### src/rtl/cn_u_acc.sv
// Check-node min-sum accumulator: streams one row of v2c messages and reports min/second-min
// magnitudes, the min column, the sign parity and the degree one cycle after the last message.
module cn_u_acc #(
    parameter int MSG_WIDTH   = 6,
    parameter int COL_CNT_WID = 4
) (
    input  logic                   i_clk,
    input  logic                   i_rst_n,
    input  logic                   i_v2c_vld,
    input  logic [MSG_WIDTH-1:0]   i_v2c,
    input  logic [COL_CNT_WID-1:0] i_col_cnt,
    input  logic                   i_row_start,
    input  logic                   i_row_last,
    output logic                   o_vld,
    output logic [MSG_WIDTH-2:0]   o_v2c_abs_0,
    output logic [MSG_WIDTH-2:0]   o_v2c_abs_1,
    output logic [COL_CNT_WID-1:0] o_idx_0,
    output logic                   o_v2c_sign_tot,
    output logic [COL_CNT_WID-1:0] o_deg,
    output logic                   o_v2c_sign,
    output logic                   o_sign_vld,
    output logic                   o_err
);

    localparam int AW = MSG_WIDTH - 1;

    typedef enum logic {IDLE, ACC} state_t;

    state_t                 state_q, state_d;
    logic [AW-1:0]          min0_q, min0_d, min1_q, min1_d;
    logic [COL_CNT_WID-1:0] idx_q, idx_d, deg_q, deg_d;
    logic                   signTot_q, signTot_d;
    logic                   err_q, err_d;

    logic                   vld_q, signVld_q, sign_q;
    logic [AW-1:0]          outAbs0_q, outAbs1_q;
    logic [COL_CNT_WID-1:0] outIdx_q, outDeg_q;
    logic                   outSignTot_q;

    logic                   msgSign;
    logic [MSG_WIDTH-1:0]   negV;
    logic [AW-1:0]          msgAbs;
    logic                   accept;

    // The most negative input has no positive twin, so its magnitude saturates to all-ones.
    always_comb begin
        msgSign = i_v2c[MSG_WIDTH-1];
        negV    = -i_v2c;
        msgAbs  = i_v2c[AW-1:0];
        if (msgSign) begin
            if (negV[MSG_WIDTH-1]) begin
                msgAbs = '1;
            end else begin
                msgAbs = negV[AW-1:0];
            end
        end
    end

    assign accept = i_v2c_vld && (i_row_start || (state_q == ACC));

    always_comb begin
        state_d   = state_q;
        min0_d    = min0_q;
        min1_d    = min1_q;
        idx_d     = idx_q;
        deg_d     = deg_q;
        signTot_d = signTot_q;
        err_d     = err_q | (i_v2c_vld && (state_q == IDLE) && !i_row_start);
        if (accept) begin
            if (i_row_start) begin
                min0_d    = msgAbs;
                min1_d    = '1;
                idx_d     = i_col_cnt;
                deg_d     = COL_CNT_WID'(1);
                signTot_d = msgSign;
            end else begin
                // Strict compares keep the earliest column on ties; the duplicate becomes min1.
                if (msgAbs < min0_q) begin
                    min1_d = min0_q;
                    min0_d = msgAbs;
                    idx_d  = i_col_cnt;
                end else if (msgAbs < min1_q) begin
                    min1_d = msgAbs;
                end
                deg_d     = deg_q + COL_CNT_WID'(1);
                signTot_d = signTot_q ^ msgSign;
            end
            if (i_row_last) begin
                state_d = IDLE;
            end else if (i_row_start) begin
                state_d = ACC;
            end
        end
    end

    always_ff @(posedge i_clk or negedge i_rst_n) begin
        if (!i_rst_n) begin
            state_q      <= IDLE;
            min0_q       <= '0;
            min1_q       <= '0;
            idx_q        <= '0;
            deg_q        <= '0;
            signTot_q    <= 1'b0;
            err_q        <= 1'b0;
            vld_q        <= 1'b0;
            signVld_q    <= 1'b0;
            sign_q       <= 1'b0;
            outAbs0_q    <= '0;
            outAbs1_q    <= '0;
            outIdx_q     <= '0;
            outDeg_q     <= '0;
            outSignTot_q <= 1'b0;
        end else begin
            state_q   <= state_d;
            min0_q    <= min0_d;
            min1_q    <= min1_d;
            idx_q     <= idx_d;
            deg_q     <= deg_d;
            signTot_q <= signTot_d;
            err_q     <= err_d;
            signVld_q <= accept;
            vld_q     <= accept && i_row_last;
            if (accept) begin
                sign_q <= msgSign;
            end
            // Row results include the closing message and hold until the next row closes.
            if (accept && i_row_last) begin
                outAbs0_q    <= min0_d;
                outAbs1_q    <= min1_d;
                outIdx_q     <= idx_d;
                outDeg_q     <= deg_d;
                outSignTot_q <= signTot_d;
            end
        end
    end

    assign o_vld          = vld_q;
    assign o_v2c_abs_0    = outAbs0_q;
    assign o_v2c_abs_1    = outAbs1_q;
    assign o_idx_0        = outIdx_q;
    assign o_v2c_sign_tot = outSignTot_q;
    assign o_deg          = outDeg_q;
    assign o_v2c_sign     = sign_q;
    assign o_sign_vld     = signVld_q;
    assign o_err          = err_q;

endmodule

### config.mk
export PLATFORM = sky130hd
export DESIGN_NAME = cn_u_acc
export DESIGN_NICKNAME = d
export VERILOG_FILES = /design/src/rtl/cn_u_acc.sv
export SDC_FILE = /design/constraint.sdc
export NUM_CORES = 1
export LEC_CHECK = 0
export CORE_UTILIZATION = 31
export CTS_BUF_LIST = sky130_fd_sc_hd__clkbuf_4 sky130_fd_sc_hd__clkbuf_8 sky130_fd_sc_hd__clkbuf_16
export DETAILED_ROUTE_END_ITERATION = 16
export MAX_ROUTING_LAYER = met4
export PLACE_DENSITY = 0.53
export SLEW_MARGIN = 30
export SYNTH_ARGS = -nofsm -noshare
export SYNTH_HDL_FRONTEND = slang
export SYNTH_SLANG_ARGS = --single-unit
### constraint.sdc
create_clock -name i_clk -period 3.1 [get_ports i_clk]
set_input_delay 0.62 -clock i_clk [delete_from_list [all_inputs] [get_ports i_clk]]
set_output_delay 0.62 -clock i_clk [all_outputs]
set_load 0.01 [all_outputs]
-- Word-level counts from Yosys, hierarchy flattened
Index checks and enable logic that the tools add are counted.
- register bits: 43
- add/sub/neg operators: 2
- magnitude comparators: 2
- multiplexer cells: 18
- bitwise logic cells: 3
- reduce and logical (&&, ||, !) cells: 8
- operators by type and width (operator ; count):
    $mux 5 ; 9
    $mux 4 ; 5
    $lt 5x5->1 ; 2
    $neg 6->6 ; 1
    $add 4x1->4 const B ; 1
    $logic_and 1x1->1 ; 4
    $mux 1 ; 4
    $reduce_and 2->1 ; 1
    $reduce_bool 2->1 ; 1
    $logic_not 1->1 ; 1
    $logic_or 1x1->1 ; 1
    $not 1->1 ; 1
    $or 1x1->1 ; 1
    $xor 1x1->1 ; 1

-- Longest topological paths before layout
Gate-level depths: netlist (run 1).
- word-level depth: 8
- gate-level depth with buffers: 11

-- Least setup slack after synthesis (run 1)
No wires, ideal clock.
- path kind: input to register
- start: input port i_v2c[5]
- end: register idx_q[0]
- arrival: 2.601 ns
- required time: 2.975 ns
- slack: 0.374 ns
- cell stages on the path: 9
- cell sequence: buf_6 -> nor3b_4 -> nand2_1 -> o211ai_1 -> ha_1 -> a21oi_2 -> a211oi_4 -> nor3_4 -> mux2_2
- longest elaborated chain between the ends: 7
- ends and longest elaborated chain (what ; RTL line ; source):
    start, declared ; 10 ; input logic [MSG_WIDTH-1:0] i_v2c,
    $neg 6->6 ; 48 ; negV = -i_v2c;
    $mux 5 ; 51 ; if (negV[MSG_WIDTH-1]) begin
    $mux 5 (*) ; 50 ; if (msgSign) begin
    $lt 5x5->1 (*) ; 78 ; if (msgAbs < min0_q) begin
    $mux 4 (*) ; 78 ;
    $mux 4 (*) ; 70 ; if (i_row_start) begin
    $mux 4 (*) ; 69 ; if (accept) begin
    named net idx_d[0] ; 31 ; logic [COL_CNT_WID-1:0] idx_q, idx_d, deg_q, deg_d;
    end signal, assigned ; 117 ; idx_q <= idx_d;
    end, declared ; 31 ;
The timed path passes the listed nets; every way through them passes the cells marked *.
A chain may end at the register's enable or synchronous reset.

-- Final worst setup path (run 1)
- start: input port i_v2c[2]
- end: register min1_q[2]
- longest elaborated chain between the ends: 8
- elaborated cells between the ends (all ways): 9
- ends and longest elaborated chain (what ; RTL line ; source):
    $neg 6->6 ; 48 ;
    $mux 5 ; 51 ;
    $mux 5 (*) ; 50 ;
    $lt 5x5->1 ; 82 ; end else if (msgAbs < min1_q) begin
    $mux 5 ; 82 ;
    $mux 5 (*) ; 78 ;
    $mux 5 (*) ; 70 ;
    $mux 5 (*) ; 69 ;
    named net min1_d[2] ; 30 ; logic [AW-1:0] min0_q, min0_d, min1_q, min1_d;
    end signal, assigned ; 116 ; min1_q <= min1_d;
    end, declared ; 30 ;
Marks and branches as above.

==> impl_metrics.tcl, run 1 <==
set metrics [dict create \
    place.gp.congestion 0.884 \
    drive_gt1_frac 0.276 \
    relSlewSlack 0.633 \
    initialDrtViolationCount 90 \
    clock_latency_ns 0.29 \
    cts_root_buf "clkbuf_8" \
    finalHoldViolCount 0 \
    busiest_layer "met2" \
    ys.flop_type "dfrtp_1" \
    peakVddDrop_v 0.000424 \
    p_leak_nw 1.39 \
    synth_cells 218 \
    antenna_found_initial 0 \
    track_usage 0.169 \
    combinationalPowerShare 0.457 \
    yosysWarnings 0 \
    cts_inserted_buffers 5 \
    clkSinkCount 43 \
    nNetsFinal 318 \
    critPathKind "in -> reg" \
    ys_seq_area_frac 0.475 \
    start_util 0.326 \
    grt-ovfl-total 0 \
    ys_ff_latch 43 \
    htree_levels 2 \
    endpoint_kind "flop" \
    hold_slack_ns 0.312 \
    status "complete, no violations" \
    antenna_cells 0 \
    wl_per_cell_um 15.1 \
    std_cell_rows 30 \
    final.setup_skew_ns 0.00737 \
    syn_area_per_cell_um2 10.4 \
    place_ws_ns -0.402 \
    drv_slew 0 \
    synth.distinct_cells 44 \
    finalWirelength_um 5890 \
    path_max_fanout 4 \
    switching_share 0.345 \
    p_switching_uw 847 \
    setup.worst_path.start_class "input port" \
    clk_pin_slew_worst_paths_ns 0.08 \
    syn-num-nets 243 \
    core-area_mm2 0.00694 \
    synth_edf_count 0 \
    die_w_um 87.5 \
    grt_max_degree 44 \
    setup_viol 0 \
    gr-usage-met1 0.219 \
    setup_ws_ns 0.134 \
    period_share 0.957 \
    io_buffers 37 \
    grt_pass1_wl_um 9680 \
    grt_use_met3 0.0294 \
    cts_buffer_depth 2 \
    synth-async-reset-ratio 1.00 \
    drtAntennaViolNets 0 \
    maxCapViolCount 0 \
    cp.required_ns 3.27 \
    chipHeight_um 87.5 \
    power_frac_seq 0.361 \
    fin_crit_ns 2.97 \
    power_density_mw_per_mm2 768 \
    num_vias 2021 \
    min_path_type "in -> async" \
    clkPwrFrac 0.182 \
    internal_power_mw 1.61 \
    boundaryPins 38 \
    die_area_mm2 0.00766 \
    use_met2 0.279 \
    drt-pass1-iter-count 6 \
    worst_pin_slew_ns 0.551 \
    tritoncts "done" \
    viasPerCell 5.18 \
    drc 0 \
    place_hpwl_um 4370 \
    grt_pass1_vias 1980 \
    syn_area_mm2 0.00227 \
    arrival_ns 3.14 \
    max_freq_mhz 337 \
    area_delta_synth_final_pct 41.0 \
]
metrics by stage:
step / instances / setup TNS [ns] / total power, mW / utilization / cell area [µm²]
global route: 390 / -0.0118 / 2.63 / 0.460 / 3190
detailed placement: 380 / -7.47 / 1.93 / 0.430 / 2990
CTS: 389 / 0 / 2.40 / 0.450 / 3130
floorplan: 218 / 0 / 1.43 / - / 2270
finish: 390 / 0 / 2.45 / 0.460 / 3190
global placement: 380 / -7.69 / 1.91 / 0.430 / 2990
final timing paths:
| kind | to | cells past startpoint | slack (ns) | from |
|---|---|---|---|---|
| setup / recovery | min1_q[2] | 13 | 0.13 | i_v2c[2] |
| hold / removal | o_sign_vld | 1 | 0.31 | i_rst_n |
| setup reg to reg | idx_q[1] | 8 | 1.00 | min0_q[3] |
| hold reg to reg | o_deg[1] | 2 | 0.48 | o_deg[1] |
| max in group asynchronous | min1_q[3] | 1 | 2.41 | i_rst_n |
| min in group i_clk | o_deg[1] | 2 | 0.48 | o_deg[1] |
registers in the layout, summed over array words and instances, names as in the netlist:
| signal | flops |
|---|---|
| state_q | 1 |
| min1_q | 5 |
| o_v2c_abs_1 | 5 |
| deg_q | 4 |
| o_idx_0 | 4 |
| o_v2c_abs_0 | 5 |
| o_v2c_sign | 1 |
| o_sign_vld | 1 |
| o_v2c_sign_tot | 1 |
| signTot_q | 1 |
| min0_q | 5 |
| o_err | 1 |
| idx_q | 4 |
| o_deg | 4 |
| o_vld | 1 |
cells in the final DEF (no fill, tap or decap), types with 5 or more instances in the layout:
cell type        instances
nand4_1                  5
a21oi_2                  5
clkdlybuf4s50_1         34
inv_1                   16
mux2_2                  11
nand2_1                 18
a21oi_1                 14
o21ai_0                 13
buf_4                   39
clkbuf_8                 6
ha_1                     8
nand3_1                  8
dfrtp_1                 43
nor2_1                  11
routing by layer:
metal	vias up	wire, µm
met5	-	0
met4	0	61
met3	6	273
met2	60	2870
met1	993	2690
li1	962	-
kinds of logic after synthesis:
group / synth area share
flip-flops: 0.475
adder cells (fa/ha/maj): 0.0552
buffers and inverters: 0.0453
AO/OA/AOI/OAI: 0.208
AND/OR/NAND/NOR: 0.136
multiplexers: 0.0812
power by group through the flow:
stage	registers (mW)	logic [mW]	clock network [mW]
floorplan	0.915	0.514	0
global placement	0.895	1.01	0
detailed placement	0.898	1.03	0
CTS	0.887	1.06	0.458
global route	0.913	1.23	0.486
finish	0.886	1.12	0.447
Yosys cell counts (2+ instances only):
| master | n | area share |
|---|---|---|
| dfrtp_1 | 43 | 0.47 |
| nand2_1 | 18 | 0.030 |
| a21oi_1 | 16 | 0.035 |
| inv_1 | 16 | 0.027 |
| o21ai_0 | 14 | 0.031 |
| mux2_2 | 11 | 0.055 |
| nor2_1 | 11 | 0.018 |
| ha_1 | 10 | 0.055 |
| nand3_1 | 8 | 0.018 |
| mux2i_1 | 6 | 0.027 |
| nand4_1 | 5 | 0.014 |
| a21o_1 | 4 | 0.013 |
| a222oi_1 | 4 | 0.018 |
| a31oi_1 | 4 | 0.011 |
| buf_2 | 4 | 0.0088 |
| o32ai_1 | 4 | 0.015 |
| a21oi_2 | 3 | 0.012 |
| clkbuf_1 | 3 | 0.0050 |
| nor3_1 | 3 | 0.0066 |
| o311ai_1 | 3 | 0.012 |
| a221oi_1 | 2 | 0.0077 |
| nor4_1 | 2 | 0.0055 |
| o211ai_1 | 2 | 0.0066 |
| o21ai_2 | 2 | 0.0077 |
critical path: stages:
cell             delay, ns
clkdlybuf4s50_1       0.49
nor3_2                0.06
buf_4                 0.13
nand2_1               0.10
o211ai_1              0.16
buf_4                 0.17
ha_1                  0.22
a2111oi_2             0.33
buf_4                 0.18
o21ai_2               0.05
buf_6                 0.14
mux2i_2               0.16
a222oi_1              0.33
area by class of cell:
class	instances	area, µm²
clock buffers	6	82.6
clock inverters	2	35.0
fillers	679	3750
inverters	16	60.1
multi-input cells	151	1150
flip-flops and latches	43	1080
well taps	96	120
repair buffers	76	669
what timing repair did:
item	in CTS	in global routing
gates resized for setup	4	11
endpoints found under the hold margin	0	0
setup endpoints to repair	6	28
buffers inserted	1	1
hold buffers	0	0
pin swaps	1	6
Note: power is estimated with default switching activity, not from simulation.
==> run 2, diff against run 1 <==
--- a/config.mk
+++ b/config.mk
@@ -8,6 +8,7 @@
 export CORE_UTILIZATION = 31
 export CTS_BUF_LIST = sky130_fd_sc_hd__clkbuf_4 sky130_fd_sc_hd__clkbuf_8 sky130_fd_sc_hd__clkbuf_16
 export DETAILED_ROUTE_END_ITERATION = 16
+export HOLD_SLACK_MARGIN = 0.1
 export MAX_ROUTING_LAYER = met4
 export PLACE_DENSITY = 0.53
 export SLEW_MARGIN = 30
==> results of run 2 <==
The final DEF is identical to that of run 1; final timing and power are the same.
